==> src/rtl/fir_tap_sequencer.sv <==
// fir_tap_sequencer: feeds a multiply-accumulate unit.
// It takes one input sample and shifts it into a TAPS-deep delay line.
// It then streams TAPS (sample, coefficient) operand pairs, one per clock.
// Each burst carries first/last markers so the MAC restarts accumulation per output.
// Coefficients sit in a register bank that the host may rewrite at any time.
module fir_tap_sequencer #(
  parameter int N    = 8,
  parameter int TAPS = 4,
  localparam int CW  = ($clog2(TAPS) < 1) ? 1 : $clog2(TAPS)
) (
  input  logic          clk,
  input  logic          reset,
  input  logic          in_valid,
  output logic          in_ready,
  input  logic [N-1:0]  in_data,
  input  logic          coef_we,
  input  logic [CW-1:0] coef_addr,
  input  logic [N-1:0]  coef_data,
  output logic [N-1:0]  mac_a,
  output logic [N-1:0]  mac_b,
  output logic          mac_valid,
  output logic          mac_first,
  output logic          mac_last,
  output logic          busy
);

  localparam logic [0:0] IDLE = 1'b0;
  localparam logic [0:0] RUN  = 1'b1;

  logic [0:0]    state;
  logic [CW-1:0] k;
  logic [N-1:0]  dly  [TAPS];
  logic [N-1:0]  coef [TAPS];

  logic accept;
  logic last_tap;
  logic coef_hit;

  assign in_ready = (state == IDLE);
  assign busy     = (state == RUN);
  assign accept   = in_valid & in_ready;
  assign last_tap = (k == CW'(TAPS - 1));
  // Out-of-range addresses are possible whenever TAPS is not a power of two.
  assign coef_hit = coef_we && ({1'b0, coef_addr} < (CW + 1)'(TAPS));

  // Control: IDLE waits for a sample, RUN walks k across all taps once.
  always_ff @(posedge clk or negedge reset) begin
    if (!reset) begin
      state <= IDLE;
      k     <= '0;
    end else begin
      case (state)
        IDLE: begin
          if (accept) begin
            k     <= '0;
            state <= RUN;
          end
        end
        RUN: begin
          if (last_tap) begin
            state <= IDLE;
          end else begin
            k <= k + 1'b1;
          end
        end
        default: state <= IDLE;
      endcase
    end
  end

  // Delay line: shifts only on an accepted sample, frozen during RUN.
  always_ff @(posedge clk or negedge reset) begin
    if (!reset) begin
      for (int j = 0; j < TAPS; j++) dly[j] <= '0;
    end else if (accept) begin
      for (int j = TAPS - 1; j > 0; j--) dly[j] <= dly[j-1];
      dly[0] <= in_data;
    end
  end

  // Coefficient bank: a same-edge write to the tap being issued lands after the read.
  always_ff @(posedge clk or negedge reset) begin
    if (!reset) begin
      for (int j = 0; j < TAPS; j++) coef[j] <= '0;
    end else if (coef_hit) begin
      coef[coef_addr] <= coef_data;
    end
  end

  // Operand stage: registered pair plus markers toward the MAC.
  always_ff @(posedge clk or negedge reset) begin
    if (!reset) begin
      mac_a     <= '0;
      mac_b     <= '0;
      mac_valid <= 1'b0;
      mac_first <= 1'b0;
      mac_last  <= 1'b0;
    end else if (state == RUN) begin
      mac_a     <= dly[k];
      mac_b     <= coef[k];
      mac_valid <= 1'b1;
      mac_first <= (k == '0);
      mac_last  <= last_tap;
    end else begin
      mac_valid <= 1'b0;
      mac_first <= 1'b0;
      mac_last  <= 1'b0;
    end
  end

endmodule

==> config.mk <==
export PLATFORM = sky130hd
export DESIGN_NAME = fir_tap_sequencer
export DESIGN_NICKNAME = d
export VERILOG_FILES = /design/src/rtl/fir_tap_sequencer.sv
export SDC_FILE = /design/constraint.sdc
export NUM_CORES = 1
export LEC_CHECK = 0
export BUFFER_PORTS_ARGS = -buffer_cell sky130_fd_sc_hd__clkbuf_2
export CAP_MARGIN = 20
export CORE_MARGIN = 2
export CORE_UTILIZATION = 55
export DETAILED_ROUTE_END_ITERATION = 12
export HOLD_SLACK_MARGIN = 0.03
export PLACE_DENSITY = 0.72
export SLEW_MARGIN = 10
export SYNTH_ARGS = -nofsm -noshare
export SYNTH_HDL_FRONTEND = slang
export SYNTH_SLANG_ARGS = --single-unit
==> constraint.sdc <==
create_clock -name clk -period 3.99 [get_ports clk]
set_input_delay 0.399 -clock clk [delete_from_list [all_inputs] [get_ports clk]]
set_output_delay 0.399 -clock clk [all_outputs]
set_load 0.02 [all_outputs]
Word-level counts from Yosys, hierarchy flattened
Cells that the tools add are included.
{"block": "classes", "bitwise_logic": 4, "add_sub_neg": 1, "n_reduce_logical": 3, "magnitude_cmp": 3, "n_eq_ne": 3, "mux": 18}
{"operator": "8-bit two-way mux", "n": 5}
{"operator": "8-bit binary-select mux with 2-bit select", "n": 2}
{"operator": "32-bit bitwise mux", "n": 1}
{"operator": "8-bit demux with 2-bit select", "n": 1}
{"operator": "3-bit >= comparator (second input constant)", "n": 2}
{"operator": "2-bit inverter with 3-bit output", "n": 2}
{"operator": "1-bit two-way mux", "n": 5}
{"operator": "2-bit two-way mux", "n": 2}
{"operator": "2-bit case mux with 2 select lines", "n": 1}
{"operator": "3-bit by 1-bit less-than comparator with 1-bit output (second input constant)", "n": 1}
{"operator": "2-bit by 1-bit adder with 2-bit output (second input constant)", "n": 1}
{"operator": "2-bit equality test (second input constant)", "n": 1}
{"operator": "2-bit logical NOT", "n": 1}
{"operator": "2-bit by 1-bit inequality test with 1-bit output (second input constant)", "n": 1}
{"operator": "2-bit inequality test (second input constant)", "n": 1}
{"operator": "1-bit case mux with 2 select lines", "n": 1}
{"operator": "2-bit AND reduction", "n": 1}
{"operator": "1-bit AND", "n": 1}
{"operator": "1-bit logical AND", "n": 1}
{"operator": "1-bit inverter", "n": 1}
{"block": "totals", "input_bits": 22, "elab_cells": 47, "reg_bits": 86, "out_inout_bits": 21}

Depth between registers and ports, before layout
Gate-level depths: netlist of run 1.
{"block": "logic_depth", "ltp_word": 6, "depth_mapped": 6, "ltp_nobuf": 4}

Worst setup path before layout of run 1
OpenSTA, ideal clock, no wires.
{"block": "synth_timing", "kind": "register to output", "startpoint": "reg state (netlist: busy)", "endpoint": "out in_ready", "setup_slack_ns": 2.518, "stages_incl_launch_ff": 3, "n_path_buf": 1, "arrival_time_ns": 1.073, "required_ns": 3.591, "path_cell_list": "dfrtp_1 -> inv_2 -> clkbuf_1"}
{"block": "synth_between", "elab_chain_len": 1}
{"item": "start: declaration", "line": "30", "rtl": "logic [0:0] state;"}
{"item": "start signal: assignment", "line": "49", "rtl": "state <= IDLE;"}
{"item": "start signal: assignment", "line": "56", "rtl": "state <= RUN;"}
{"item": "start signal: assignment", "line": "61", "rtl": "state <= IDLE;"}
{"item": "1-bit inverter", "line": "39", "rtl": "assign in_ready = (state == IDLE);"}
{"item": "end: declaration", "line": "14", "rtl": "output logic in_ready,"}
No other way between the ends.

Worst setup path in the final report of run 1
{"block": "layout_timing", "startpoint": "reg state (netlist: busy)", "endpoint": "reg dly[11] in the netlist's numbering"}
{"block": "layout_between", "elab_chain_len": 2}
{"item": "1-bit inverter", "line": "39"}
{"item": "1-bit AND", "line": "41", "rtl": "assign accept = in_valid & in_ready;"}
{"item": "end: declaration", "line": "32", "rtl": "logic [N-1:0] dly [TAPS];"}
No other way between the ends.
A chain may end at the register's enable or synchronous reset.

==> results.py, run 1 <==
metrics = {
    "finish": {
        "areaGrowthSynthToFinish_pct": 13.2,
        "num_antenna_cells": 0,
        "drive_gt1_share_pct": 47.6,
        "utilization_pct": 65.1,
        "finalInstanceArea_um2": 4180,
        "fin_nets": 314,
    },
    "synth": {
        "synth_top_area_share_pct": 58.2,
        "synth_area_um2": 3700,
        "ys.flop_type": "dfrtp_1",
        "synth_seq_cells": 86,
        "synthArstFlopShare_pct": 100,
        "syn-num-nets": 269,
        "synth_top_cell_by_area": "dfrtp_1",
        "avgSynthCellArea_um2": 15.1,
        "synth_edf_count": 0,
        "yosysWarnings": 0,
        "synth-seq-area-share_pct": 58.2,
        "synth_cells": 245,
        "synth_area_leaders": "dfrtp_1 58%, mux2_2 20%, mux2_4 4.5%",
        "ys_types": 25,
    },
    "clock_network": {
        "cts-root-buf": "clkbuf_8",
        "clk_latency_ps": 340,
        "h-tree-depth": 3,
        "cts_buffers": 9,
        "cts_setup_buffers": 0,
        "cts_resized": 0,
        "hold_buffers": 0,
        "cts_buffer_depth": 2,
        "cts_tree": "done",
        "path_clk_slew_ps": 80,
        "clock_sinks": 86,
    },
    "sta": {
        "finalCriticalPeriod_ps": 1930,
        "timing.fmax_mhz": 518,
        "report.final.setup_viol": 0,
        "worst_pin_slew_ps": 1030,
        "finalSetupTns_ps": 0,
        "clock_skew_ps": 6.62,
        "slew_violations": 0,
        "setup_slack_ps": 2060,
        "hold_viol_final": 0,
        "slew_headroom_pct": 31.5,
        "fin_crit_sh_pct": 48.4,
        "rsz0062_at_grt": "no",
    },
    "global_routing": {
        "grt_antenna_before_repair": 0,
        "grt_max_degree": 87,
        "grt_pass1_vias": 2101,
        "track_usage_pct": 18.1,
        "grt_pass1_wl_um": 10200,
        "grt_overflow": 0,
    },
    "critical_path": {
        "crit_path_start_kind": "register",
        "critPathSlowestCell": "nand2_2",
        "ff2ff_setup_slack_ps": 2060,
        "arrival_ps": 2160,
        "slowest_delay_ps": 520,
        "crit_path_end_kind": "register",
        "required_ps": 4220,
        "crit_type": "register to register",
        "reg2reg_depth": 3,
        "path_cells": "inv_2 > nand2_2 > mux2_1",
        "r2r-end": "dly[11]",
        "crit_family": "simple AND/OR/NAND/NOR gates",
        "r2r_start": "busy",
        "path_buf_inv": 1,
        "worst-path-max-fanout": 32,
    },
    "floorplan": {
        "core_um2": 6420,
        "die_h_um": 86.0,
        "row_count": 29,
        "ios": 43,
        "die_w_um": 86.0,
        "fp.dieArea_um2": 7390,
        "initial_core_util_pct": 57.5,
    },
    "pwr": {
        "finalPower_w": 0.00326,
        "vdd_drop_max_mv": 0.484,
        "power_density_nw_per_um2": 780,
        "p_leak_nw": 1.95,
    },
    "worst_hold_path": {
        "min_to": "dly[28]",
        "hold_start": "in_data[4]",
        "hp-class": "input port to register",
        "hold_depth": 2,
    },
    "placement": {
        "gp_congestion": 0.771,
        "placed_area_um2": 3920,
        "portBuffers": 42,
        "dpl.hpwl_um": 3740,
        "pre_cts_slack_ps": 2050,
    },
    "drt": {
        "drc": 0,
        "drt_iter0_markers": 94,
        "drt-total-wl_um": 6130,
        "viasPerCell": 5.59,
        "avgRoutedWirePerCell_um": 16.5,
        "ant_nets": 0,
        "drtPass1Iterations": 4,
        "vias": 2074,
    },
    "status": {
        "outcome": "complete, no violations",
    },
    "run": {
        "maxCapViolCount": 0,
    },
}
cells in the mapped netlist, types with 2 or more instances:
cell,count
inv_1,3
mux2i_1,16
mux2_2,67
ha_1,2
mux2_4,11
and2_1,2
buf_6,2
buf_2,3
a221o_1,16
mux2_1,2
dfrtp_1,86
nand3b_1,2
nor2_1,18
buf_4,3
o21ai_0,2
placed cells by master (no fill, tap or decap):
cell	count
a221o_1	16
clkbuf_2	41
nand3_1	1
nor2_1	18
bufinv_16	2
mux2_2	67
o21ai_0	2
nand2_2	1
mux2_1	2
inv_2	1
inv_1	3
mux2i_1	16
buf_4	1
nand2_1	1
clkinvlp_4	1
nand3b_1	2
dlygate4sd3_1	1
and2_1	2
nor3b_4	1
dfrtp_2	1
o22ai_1	1
dfrtp_1	85
clkbuf_8	11
clkbuf_1	1
buf_16	1
ha_1	2
nor2_2	1
mux2_4	11
nand2b_1	1
worst max path at each step:
stage          from       end  slack, ps  cells past startpoint
2_1_floorplan  busy  in_ready       2520                      2
3_3_place_gp   busy   dly[10]       2080                      3
3_5_place_dp   busy   dly[11]       2050                      3
4_1_cts        busy   dly[11]       2040                      3
5_1_grt        busy   dly[10]       1940                      3
6_report       busy   dly[11]       2060                      3
worst register-to-register path, cell delays in order (launching register included):
cell,delay [ps]
dfrtp_1,450
inv_2,360
nand2_2,520
mux2_1,490
stage by stage:
step | cells | hold slack, ps
after floorplan | 245 | 103
after global placement | 354 | 485
after detailed placement | 354 | 493
after CTS | 369 | 275
after global routing | 371 | 269
final | 371 | 285
kinds of logic after synthesis:
logic type	share of synthesized area [%]
mux	29.8
flops	58.2
fa+ha+maj	0.677
simple gates	3.83
compound gates	4.77
buf+inv	2.67
registers in the layout (all words and copies together) (netlist names):
name       count
mac_b          8
mac_valid      1
mac_last       1
dly           32
mac_a          8
mac_first      1
coef          32
busy           1
k              2
layout make-up:
cell class | count | area (um2)
Clock buffer | 12 | 155
Timing Repair Buffer | 44 | 250
Multi-Input combinational cell | 145 | 1450
Sequential cell | 86 | 2150
Tap cell | 77 | 96.3
Clock inverter | 3 | 67.6
Fill cell | 503 | 2240
Inverter | 4 | 15.0
where the power goes:
| group | switching, W | internal [W] | total, W |
|---|---|---|---|
| sequential | 0.000285 | 0.00121 | 0.00149 |
| clock | 0.000284 | 0.000384 | 0.000668 |
| combinational | 0.000481 | 0.000623 | 0.00110 |
| total | 0.00105 | 0.00221 | 0.00326 |
routing by layer:
metal,vias to the layer above,routed length (um),track usage [%]
met3,8,236,4.72
met4,0,74,5.63
li1,996,-,-
met1,1035,2900,24.1
met5,-,0,0
met2,35,2920,29.2
Power figures use the tool's default switching activity.
==> run 2, diff against run 1 <==
Settings changed: ABC_AREA from default to 1, CORE_UTILIZATION 55 to 52, PLACE_DENSITY 0.72 to 0.71.
Clock period 3.99 ns to 1.65 ns, I/O delays scaled along.
==> run 2 against run 1 <==
  * Combinational power grew to 3.0 times the previous value
  * Clock power is 140% higher
  * Critical path type is now register to output pin
  * Utilization is 4.1 points lower
==> results.py, run 2 <==
metrics = {
    "clock_network": {
        "cts-root-buf": "clkbuf_8",
        "clk_latency_ps": 350,
        "cts_buffers": 9,
        "cts_buffer_depth": 2,
        "cts_tree": "done",
        "path_clk_slew_ps": 80,
        "cts_resized": 0,
        "h-tree-depth": 3,
        "clock_sinks": 86,
    },
    "critical_path": {
        "ff2ff_setup_slack_ps": 390,
        "crit_family": "buffers and inverters",
        "crit_path_end_kind": "output pin",
        "path_buf_inv": 3,
        "critPathSlowestCell": "dfrtp_1",
        "path_cells": "inv_4 > buf_4 > clkbuf_2",
        "worst-path-max-fanout": 18,
        "crit_path_start_kind": "register",
        "required_ps": 1480,
        "arrival_ps": 1280,
        "slowest_delay_ps": 410,
        "crit_type": "register to output pin",
    },
    "run": {
        "maxCapViolCount": 0,
    },
    "synth": {
        "synth.most_common_cell": "nand2_1",
        "synth_seq_cells": 86,
        "syn-num-nets": 516,
        "synth-seq-area-share_pct": 55.4,
        "yosysWarnings": 0,
        "ys_types": 17,
        "synth_common_cells": "186 x nand2_1, 86 x dfrtp_1, 77 x inv_1",
        "synth_area_um2": 3890,
        "synth_area_leaders": "dfrtp_1 55%, nand2_1 18%, inv_1 7.4%",
        "synth_top_area_share_pct": 55.4,
        "synth_cells": 492,
        "synth_edf_count": 0,
        "synthArstFlopShare_pct": 100,
        "avgSynthCellArea_um2": 7.90,
        "synth_top_cell_by_area": "dfrtp_1",
        "ys.flop_type": "dfrtp_1",
    },
    "placement": {
        "dpl.hpwl_um": 5580,
        "portBuffers": 42,
        "placed_cells": 622,
        "gp_congestion": 0.790,
    },
    "global_routing": {
        "grt_max_degree": 36,
        "track_usage_pct": 21.5,
        "grt_pass1_wl_um": 14200,
        "grt_overflow": 0,
        "grt_pass1_vias": 3044,
        "grt_antenna_before_repair": 0,
    },
    "sta": {
        "rsz0062_at_grt": "no",
        "timing.fmax_mhz": 693,
        "report.final.setup_viol": 0,
        "finalCriticalPeriod_ps": 1440,
        "slew_violations": 0,
        "slew_headroom_pct": 59.1,
        "worst_pin_slew_ps": 611,
        "clock_skew_ps": 6.99,
        "finalSetupTns_ps": 0,
        "fin_crit_sh_pct": 87.5,
        "hold_viol_final": 0,
    },
    "floorplan": {
        "die_w_um": 90.5,
        "row_count": 31,
        "initial_core_util_pct": 53.6,
        "core_um2": 7250,
        "die_h_um": 90.5,
        "ios": 43,
        "fp.dieArea_um2": 8180,
    },
    "status": {
        "outcome": "complete, no violations",
    },
    "pwr": {
        "swShare_pct": 40.4,
        "clkPwrFrac_pct": 19.7,
        "power_density_nw_per_um2": 1860,
        "p_sw_w": 0.00332,
        "p_leak_nw": 2.48,
        "p_seq_share_pct": 39.9,
        "p_comb_share_pct": 40.4,
        "vdd_drop_max_mv": 0.682,
        "p_int_w": 0.00490,
    },
    "worst_hold_path": {
        "hp-class": "input port to register",
    },
    "finish": {
        "areaGrowthSynthToFinish_pct": 13.9,
        "final_common_cell": "nand2_1",
        "drive_gt1_share_pct": 13.7,
        "fin_cells": 639,
        "largest_registers": "coef: 32 flops, dly: 32 flops",
        "layout_common_cells": "186 x nand2_1, 86 x dfrtp_1, 77 x inv_1",
        "fill_cells": 686,
        "fin_nets": 559,
        "num_antenna_cells": 0,
    },
    "drt": {
        "drc": 0,
        "ant_nets": 0,
        "drt_iter0_markers": 145,
        "drt-total-wl_um": 8050,
        "drtPass1Iterations": 4,
        "avgRoutedWirePerCell_um": 12.6,
        "viasPerCell": 4.87,
        "vias": 3112,
    },
}
==> run 2: cell type report <==
cell class              count  area, um2  share of cell area [%]
clock buffers              12        145                    3.28
clock inverters             4       70.1                    1.58
inverters                  80        303                    6.84
multi-input cells         302       1290                    29.1
flip-flops and latches     86       2150                    48.6
well taps                  99        124                    2.80
repair buffers             56        345                    7.80
==> run 2: path summary, 6_finish.rpt <==
check,startpoint,to,cells past startpoint
setup / recovery,busy,in_ready,3
hold / removal,in_data[5],dly[29],3
setup reg to reg,busy,dly[25],5
hold reg to reg,mac_b[1],mac_b[1],2
max in group asynchronous,reset,coef[17],3
min in group asynchronous,reset,dly[30],2
==> run 2: cells by family after synthesis <==
kind of cell	after synthesis	share of synthesized area [%]
compound gates	67	8.73
buf+inv	104	11.5
flops	86	55.4
simple gates	233	23.8
fa+ha+maj	2	0.644
==> run 2: worst min-delay path, cell delays in order <==
cell      delay, ps
clkbuf_2         80
nor2_1           90
a21oi_1          40
==> run 2: through the flow <==
step                      total power (W)  hold slack [ps]  instance area [um2]  worst slack, ps  util (%)
after floorplan                   0.00568             -131                 3890              394         -
after global placement            0.00654             80.1                 4200              439      57.9
after detailed placement          0.00668             79.5                 4200              412      57.9
after CTS                         0.00831             48.8                 4430              183      61.0
after global routing              0.00894             55.3                 4430              143      61.0
final                             0.00821             61.2                 4430              206      61.0
==> run 2: power groups by stage <==
stage | registers (W) | logic, W | clock network, W
after floorplan | 0.00347 | 0.00221 | 0
after global placement | 0.00328 | 0.00326 | 0
after detailed placement | 0.00332 | 0.00337 | 0
after CTS | 0.00328 | 0.00339 | 0.00165
after global routing | 0.00337 | 0.00382 | 0.00176
final | 0.00327 | 0.00332 | 0.00162
==> run 2: repair_timing <==
action                                 in CTS  in global routing
setup buffers                               0                  0
hold buffers                                1                  0
endpoints found under the hold margin      55                  0
==> run 2: metal layers <==
layer,up-vias,part of all wire (%),GRT usage [%]
met5,-,0,0
met4,0,1.3,7.05
met3,9,2.3,4.51
met2,37,52,37.7
met1,1492,44,26.8
li1,1574,-,-
==> run 3, diff against run 2 <==
Settings changed: CORE_UTILIZATION 52 to 55, PLACE_DENSITY 0.71 to 0.72.
Clock period 1.65 ns to 1.46 ns, I/O delays scaled along.
==> run 3 against run 2 <==
  * First-iteration DRC count grew 59%
  * Sequential power rose by 13%
  * Die area decreased by 5.2%
  * Count of clock-buffer cells in the layout unchanged
  * Worst setup slack got worse by 140 ps
  * Critical path depth fell by 1
  * Cell count shrank 0.16%
  * Clock power is 14% higher
  * Critical path type unchanged
  * Critical endpoint is now busy
==> results.py, run 3 (synthesis gave the netlist of run 2 again) <==
metrics = {
    "clock_network": {
        "clock_sinks": 86,
        "h-tree-depth": 3,
        "cts-root-buf": "clkbuf_8",
        "cts_resized": 0,
        "cts_setup_buffers": 0,
        "path_clk_slew_ps": 80,
        "cts_tree": "done",
        "cts_buffers": 9,
        "cts_buffer_depth": 2,
        "clk_latency_ps": 350,
    },
    "floorplan": {
        "row_count": 30,
        "ios": 43,
        "core_um2": 6830,
        "fp.dieArea_um2": 7750,
        "die_h_um": 88.1,
        "die_w_um": 88.1,
        "initial_core_util_pct": 56.9,
    },
    "finish": {
        "drive_gt1_share_pct": 13.8,
        "final-seq-area_um2": 2150,
        "fin_cells": 638,
        "multi_input_area_um2": 1290,
        "largest_registers": "coef: 32 flops, dly: 32 flops",
        "fill_cells": 615,
        "fin_nets": 562,
        "num_antenna_cells": 0,
        "final_common_cell": "nand2_1",
        "layout_common_cells": "186 x nand2_1, 86 x dfrtp_1, 77 x inv_1",
        "areaGrowthSynthToFinish_pct": 14.7,
    },
    "critical_path": {
        "crit_path_start_kind": "register",
        "arrival_ps": 1250,
        "worst-path-max-fanout": 22,
        "ff2ff_setup_slack_ps": 140,
        "crit_family": "buffers and inverters",
        "crit_path_end_kind": "output pin",
        "slowest_delay_ps": 390,
        "critPathSlowestCell": "dfrtp_1",
        "path_cells": "buf_4 > clkbuf_2",
        "path_buf_inv": 2,
        "required_ps": 1310,
        "crit_type": "register to output pin",
    },
    "drt": {
        "avgRoutedWirePerCell_um": 12.4,
        "viasPerCell": 4.86,
        "drt-total-wl_um": 7900,
        "drc": 0,
        "vias": 3100,
        "ant_nets": 0,
        "drtPass1Iterations": 4,
        "drt_iter0_markers": 230,
    },
    "global_routing": {
        "track_usage_pct": 22.6,
        "grt_overflow": 0,
        "grt_pass1_wl_um": 13400,
        "grt_pass1_vias": 2918,
        "grt_max_degree": 66,
        "grt_antenna_before_repair": 0,
    },
    "sta": {
        "clock_skew_ps": 6.86,
        "fin_crit_sh_pct": 95.3,
        "report.final.setup_viol": 0,
        "finalCriticalPeriod_ps": 1390,
        "worst_pin_slew_ps": 380,
        "finalSetupTns_ps": 0,
        "hold_viol_final": 0,
        "rsz0062_at_grt": "no",
        "slew_headroom_pct": 74.7,
        "slew_violations": 0,
        "timing.fmax_mhz": 718,
    },
    "worst_hold_path": {
        "hp-class": "input port to register",
    },
    "pwr": {
        "vdd_drop_max_mv": 0.901,
        "finalPower_w": 0.00929,
        "power_density_nw_per_um2": 2080,
        "p_leak_nw": 2.49,
    },
    "run": {
        "maxCapViolCount": 0,
    },
    "placement": {
        "placed_cells": 621,
        "dpl.hpwl_um": 5090,
        "portBuffers": 42,
        "gp_congestion": 0.756,
    },
    "status": {
        "outcome": "complete, no violations",
    },
}
==> run 3: changes by cell type in the layout (fill, tap and decap cells not counted), sizes merged <==
cell         delta
clkinvlp        +1
dlygate4sd3     +2
buf             +1
clkinv          -2
==> run 3: timing repair <==
action / in CTS / in global routing
hold buffers: 3 / 0
setup endpoints to repair: 0 / 1
endpoints found under the hold margin: 29 / 0
==> run 3: per-stage QoR <==
| step | setup WS (ps) | area [um2] | hold WS (ps) | utilization (%) |
|---|---|---|---|---|
| 2_1_floorplan | 204 | 3890 | -150 | - |
| 3_3_place_gp | 188 | 4210 | 94.5 | 61.7 |
| 3_5_place_dp | 160 | 4210 | 94.2 | 61.7 |
| 4_1_cts | 25.2 | 4470 | 30.3 | 65.4 |
| 5_1_grt | 17.5 | 4460 | 43.2 | 65.3 |
| 6_report | 68.1 | 4460 | 39.8 | 65.3 |
==> run 3: cell type report <==
cell class	count	share of cell area [%]
clock inverters	3	1.52
flip-flops and latches	86	48.3
well taps	96	2.69
multi-input cells	302	28.9
inverters	80	6.79
repair buffers	59	8.36
clock buffers	12	3.48
==> run 3: worst paths after layout <==
kind,startpoint,end,depth (start not counted)
setup / recovery,busy,busy,2
hold / removal,in_data[1],dly[25],3
setup reg to reg,k[1],k[1],4
hold reg to reg,mac_a[6],mac_a[6],2
max in group asynchronous,reset,coef[19],3
min in group asynchronous,reset,dly[5],2
==> run 3: per-layer routing <==
layer	global-route usage (%)	wire (um)	vias to the layer above
met4	10.9	138	0
li1	-	-	1588
met3	4.90	541	10
met1	30.8	3730	1412
met5	0	0	-
met2	34.6	3490	90
==> run 3: worst register-to-register path, stage by stage, from the launching register on <==
cell,delay (ps)
dfrtp_1,440
inv_2,290
ha_1,300
nand3_1,80
o21ai_0,80
==> run 3: power by group <==
group | leakage (nW) | switching [W] | internal, W
Combinational | 1.32 | 0.00249 | 0.00127
Clock | 0.109 | 0.000798 | 0.00105
Sequential | 1.06 | 0.000445 | 0.00323
Total | 2.49 | 0.00374 | 0.00556
